$ cat src/rtl/led_matrix_scanner.sv
// led_matrix_scanner: row-scanned driver for an 8x8 LED matrix.
// Frames arrive through a valid/ready handshake into a shadow buffer and are
// promoted to the active buffer only at a scan-frame boundary, so a frame is
// never shown half-old/half-new. Each row dwells DWELL_CYCLES clocks, with the
// first GUARD_CYCLES of every row dark to hide ghosting from the row switch.
// The overlay layer blinks with a half-period of BLINK_FRAMES scan frames.
module led_matrix_scanner #(
   parameter int DWELL_CYCLES = 1000,
   parameter int GUARD_CYCLES = 2,
   parameter int BLINK_FRAMES = 16
) (
   input  logic            clk,
   input  logic            reset,
   input  logic [7:0][7:0] frame_in,
   input  logic [7:0][7:0] overlay_in,
   input  logic            frame_valid,
   output logic            frame_ready,
   input  logic            blank,
   output logic [7:0]      row_sel,
   output logic [7:0]      col_data,
   output logic [2:0]      row_idx,
   output logic            frame_done
);

   localparam int DW = (DWELL_CYCLES > 1) ? $clog2(DWELL_CYCLES) : 1;
   localparam int BW = (BLINK_FRAMES > 1) ? $clog2(BLINK_FRAMES) : 1;
   localparam logic [DW-1:0] DWELL_LAST = DW'(DWELL_CYCLES - 1);
   localparam logic [DW-1:0] GUARD_LEN  = DW'(GUARD_CYCLES);
   localparam logic [BW-1:0] BLINK_LAST = BW'(BLINK_FRAMES - 1);

   logic [DW-1:0]   dwell_cnt_q, dwell_cnt_d;
   logic [2:0]      row_cnt_q, row_cnt_d;
   logic [7:0][7:0] active_q, active_d;
   logic [7:0][7:0] active_ovl_q, active_ovl_d;
   logic [7:0][7:0] shadow_q, shadow_d;
   logic [7:0][7:0] shadow_ovl_q, shadow_ovl_d;
   logic            pending_q, pending_d;
   logic [BW-1:0]   blink_cnt_q, blink_cnt_d;
   logic            blink_on_q, blink_on_d;
   logic [7:0]      row_sel_q, row_sel_d;
   logic [7:0]      col_data_q, col_data_d;
   logic [2:0]      row_idx_q, row_idx_d;
   logic            frame_done_q, frame_done_d;
   logic            frame_ready_q, frame_ready_d;

   logic            boundary;
   logic            accept;
   logic            swap;
   logic [7:0]      row_pixels;

   // Frame boundary decode and handshake events.
   always_comb begin
      boundary = (row_cnt_q == 3'd7) && (dwell_cnt_q == DWELL_LAST);
      accept   = frame_valid && frame_ready_q;
      swap     = boundary && pending_q;
   end

   // Dwell and row counters; row wrap 7 -> 0 closes a scan frame.
   always_comb begin
      dwell_cnt_d = dwell_cnt_q + 1'b1;
      row_cnt_d   = row_cnt_q;
      if (dwell_cnt_q == DWELL_LAST) begin
         dwell_cnt_d = '0;
         row_cnt_d   = row_cnt_q + 3'd1;
      end
      // Decoding the next state lets frame_done be a flop that is high
      // exactly during the boundary cycle.
      frame_done_d = (row_cnt_d == 3'd7) && (dwell_cnt_d == DWELL_LAST);
   end

   // Shadow capture on accept, promotion to active on the boundary.
   // Accept and swap are mutually exclusive because ready == ~pending.
   always_comb begin
      shadow_d     = shadow_q;
      shadow_ovl_d = shadow_ovl_q;
      active_d     = active_q;
      active_ovl_d = active_ovl_q;
      pending_d    = pending_q;
      if (accept) begin
         shadow_d     = frame_in;
         shadow_ovl_d = overlay_in;
         pending_d    = 1'b1;
      end
      if (swap) begin
         active_d     = shadow_q;
         active_ovl_d = shadow_ovl_q;
         pending_d    = 1'b0;
      end
      frame_ready_d = ~pending_d;
   end

   // Overlay blink phase, advanced once per completed scan frame.
   always_comb begin
      blink_cnt_d = blink_cnt_q;
      blink_on_d  = blink_on_q;
      if (boundary) begin
         if (blink_cnt_q == BLINK_LAST) begin
            blink_cnt_d = '0;
            blink_on_d  = ~blink_on_q;
         end else begin
            blink_cnt_d = blink_cnt_q + 1'b1;
         end
      end
   end

   // Registered row/column drive for the current counter position.
   always_comb begin
      row_pixels = active_q[row_cnt_q] | (blink_on_q ? active_ovl_q[row_cnt_q] : 8'h00);
      row_idx_d  = row_cnt_q;
      row_sel_d  = 8'b1 << row_cnt_q;
      col_data_d = (dwell_cnt_q < GUARD_LEN) ? 8'h00 : row_pixels;
      if (blank) begin
         row_sel_d  = 8'h00;
         col_data_d = 8'h00;
      end
   end

   // State update with synchronous reset of all control and buffers.
   always_ff @(posedge clk) begin
      if (reset) begin
         dwell_cnt_q   <= '0;
         row_cnt_q     <= '0;
         active_q      <= '0;
         active_ovl_q  <= '0;
         shadow_q      <= '0;
         shadow_ovl_q  <= '0;
         pending_q     <= 1'b0;
         blink_cnt_q   <= '0;
         blink_on_q    <= 1'b1;
         row_sel_q     <= '0;
         col_data_q    <= '0;
         row_idx_q     <= '0;
         frame_done_q  <= 1'b0;
         frame_ready_q <= 1'b0;
      end else begin
         dwell_cnt_q   <= dwell_cnt_d;
         row_cnt_q     <= row_cnt_d;
         active_q      <= active_d;
         active_ovl_q  <= active_ovl_d;
         shadow_q      <= shadow_d;
         shadow_ovl_q  <= shadow_ovl_d;
         pending_q     <= pending_d;
         blink_cnt_q   <= blink_cnt_d;
         blink_on_q    <= blink_on_d;
         row_sel_q     <= row_sel_d;
         col_data_q    <= col_data_d;
         row_idx_q     <= row_idx_d;
         frame_done_q  <= frame_done_d;
         frame_ready_q <= frame_ready_d;
      end
   end

   assign row_sel     = row_sel_q;
   assign col_data    = col_data_q;
   assign row_idx     = row_idx_q;
   assign frame_done  = frame_done_q;
   assign frame_ready = frame_ready_q;

endmodule
$ cat config.mk
export PLATFORM = sky130hd
export DESIGN_NAME = led_matrix_scanner
export DESIGN_NICKNAME = d
export VERILOG_FILES = /design/src/rtl/led_matrix_scanner.sv
export SDC_FILE = /design/constraint.sdc
export NUM_CORES = 1
export LEC_CHECK = 0
export BUFFER_PORTS_ARGS = -buffer_cell sky130_fd_sc_hd__buf_2
export CAP_MARGIN = 30
export CORE_MARGIN = 10
export CORE_UTILIZATION = 38
export DETAILED_ROUTE_END_ITERATION = 7
export GPL_TIMING_DRIVEN = 0
export PLACE_DENSITY = 0.56
export SKIP_CTS_REPAIR_TIMING = 1
export SYNTH_ARGS = -nofsm -noshare
export SYNTH_HDL_FRONTEND = slang
export SYNTH_SLANG_ARGS = --single-unit
$ cat constraint.sdc
create_clock -name clk -period 2.2 [get_ports clk]
set_input_delay 0.11 -clock clk [delete_from_list [all_inputs] [get_ports clk]]
set_output_delay 0.11 -clock clk [all_outputs]
set_load 0.05 [all_outputs]
==> impl_metrics.json <==
{
  "status": "complete, no violations",
  "grt_pass1_vias": 9530,
  "drv_slew": 0,
  "synth_top_family_by_area": "simple AND/OR/NAND/NOR gates",
  "synth_flop_cell": "dfxtp_1",
  "fin_area_um2": 15000,
  "path_cells": "buf_12, buf_8, buf_6, inv_1, ha_1, nor3b_1, a31oi_1, nor4_2",
  "diodes": 0,
  "synthXorXnorAreaFrac_pct": 0.693,
  "fin_skew_ps": 17.8,
  "rsz0062_at_grt": "false",
  "initial_utilization_pct": 38.5,
  "syn_to_final_growth_pct": 32.1,
  "arrival_ps": 2560,
  "cap_violations": 0,
  "async_flop_share_pct": 0,
  "grt_pass1_wl_mm": 49.7,
  "core_area_um2": 29600,
  "h-tree-depth": 1,
  "avgSynthCellArea_um2": 8.37,
  "hpwl_mm": 24.1,
  "antenna_found_initial": 0,
  "final_core_util_pct": 50.9,
  "via_per_inst": 4.83,
  "startpoint_type": "flop",
  "rows": 63,
  "wl_per_cell_um": 16.0,
  "pin_count": 153,
  "drt_wl_total_mm": 33.5,
  "via_count": 10078,
  "synth_cells": 1360,
  "slew_headroom_pct": 35.1,
  "min_period_ps": 2110,
  "cts_tree": "built",
  "die-area_um2": 37300,
  "worst_path_max_delay_cell": "dfxtp_2",
  "clockBufferDepth": 3,
  "hold_path_class": "input port to flop",
  "post-route-period-util_pct": 95.8,
  "first_iter_violations": 481,
  "root_buffer": "clkbuf_16",
  "critical_path.endpoint_type": "flop",
  "required_ps": 2660,
  "drive_gt1_share_pct": 16.9,
  "die_x_um": 193,
  "drt-pass1-iter-count": 5,
  "fp.dieH_um": 193,
  "crit_fanout": 10,
  "synth_seq_cells": 296,
  "synth_compound_area_share_pct": 13.1,
  "cts_made_buffers": 31,
  "powerDensity_nw_per_um2": 772,
  "yosys_warnings": 0,
  "power_mw": 11.6,
  "synth_edf_count": 0,
  "final_hold_viol_count": 0,
  "fmax_mhz": 474,
  "dpl_cell_area_um2": 12600,
  "ys_seq_area_share_pct": 52.1,
  "final_cell_mix": "nand2_1 (519), dfxtp_1 (295), a21oi_1 (267)",
  "muxShareOfSynthArea_pct": 6.60,
  "synthSimpleGateAreaFrac_pct": 21.6,
  "worstMarginPinSlew_ps": 973,
  "syn-cell-area_um2": 11400,
  "setup_viol": 0,
  "critPathKind": "flop to flop",
  "clkSlewWorstSetupHoldPaths_ps": 60,
  "syn-num-nets": 1500,
  "drtAntennaViolNets": 0,
  "gp_congestion": 0.849,
  "finalNetCount": 1814,
  "synth_fa_ha_area_share_pct": 0.879,
  "fillerInstances": 2856,
  "grt_usage_pct": 16.8,
  "final_common_cell": "nand2_1",
  "grt-ovfl-total": 0,
  "io_buffers": 151,
  "cts_sinks": 296,
  "leakage_nw": 5.49,
  "route.detailed.drc": 0,
  "ys_types": 43,
  "vdd_drop_max_v": 0.000564,
  "crit_path_max_incr_delay_ps": 360,
  "grt_max_degree": 16,
  "clock_latency_ps": 560
}
-- critical path: cells and delay by family (launching register included) --
family / cells / cell delay (ps)
adders and majority gates: 1 / 330
and+or+nand+nor: 2 / 480
DFF: 1 / 360
AOI/OAI and AO/OA: 1 / 110
buffers and inverters: 4 / 720
-- flip-flops by register name, indices dropped and copies added (netlist names) --
register      flops
active_ovl_q     64
active_q         64
blink_cnt_q       4
blink_on_q        1
col_data          8
dwell_cnt_q      10
frame_done        1
frame_ready       1
pending_q         1
row_cnt_q         3
row_idx           3
row_sel           8
shadow_ovl_q     64
shadow_q         64
-- power breakdown --
part,internal [mW],switching [mW]
clock network,3.22,2.11
registers,5.48,0.0738
logic,0.348,0.369
-- kinds of logic after synthesis --
kind of cell,after synthesis
AND/OR/NAND/NOR,613
flip-flops,296
AO/OA/AOI/OAI,289
buffers and inverters,109
multiplexers,36
XOR/XNOR,9
adder cells (fa/ha/maj),8
-- synth_stat cells, drive strengths merged (2+ instances only) --
master  count  share of area [%]
mux2        2               0.20
and4        3               0.23
buf        43                2.8
nor2       25               0.82
a21oi     267                 12
clkbuf     60                2.0
o21ai       2              0.088
ha          8               0.88
nand2b     14               0.77
inv         6               0.20
nand4       4               0.22
and2        3               0.19
xor2        3               0.23
dfxtp     296                 52
xnor2       6               0.46
nor4        2               0.11
mux2i       3               0.26
a211oi      2               0.13
nand3       7               0.31
mux4       31                6.1
o22ai       8               0.44
or2         7               0.38
a31oi       3               0.16
nor3       20               0.88
nor2b       5               0.27
nand2     519                 17
-- metal layers --
metal	global-route usage [%]	up-vias	routed length [um]
met1	21.7	4672	14900
met2	28.5	208	16300
met4	4.50	0	765
met3	2.63	55	1550
li1	-	5143	-
met5	0	-	0
-- stage by stage --
stage	setup TNS [ps]	worst slack, ps	hold WS (ps)	cells
after floorplan	0	286	187	1360
after global placement	-904	-325	354	1901
after detailed placement	-822	-324	357	1902
after CTS	-820	-346	-233	1957
after global routing	0	15.7	70.4	2086
final	0	92.2	71.7	2086
-- worst paths after layout --
check             cells past startpoint  slack [ps]             start          endpoint
setup / recovery                      8          90      row_cnt_q[0]        frame_done
hold / removal                        4          70       frame_valid         pending_q
setup reg to reg                      8          90      row_cnt_q[0]        frame_done
hold reg to reg                       2         450  active_ovl_q[44]  active_ovl_q[44]
-- area by class of cell --
type,instances,area [um^2],area share [%]
clock buffer,45,918,6.11
inverter,6,22.5,0.150
clock inverter,10,131,0.874
buffer,103,591,3.93
timing repair buffer,281,2060,13.7
sequential,296,5930,39.4
tap,390,488,3.25
multi-input combinational,955,4890,32.5
Note: power is estimated with default switching activity, not from simulation.
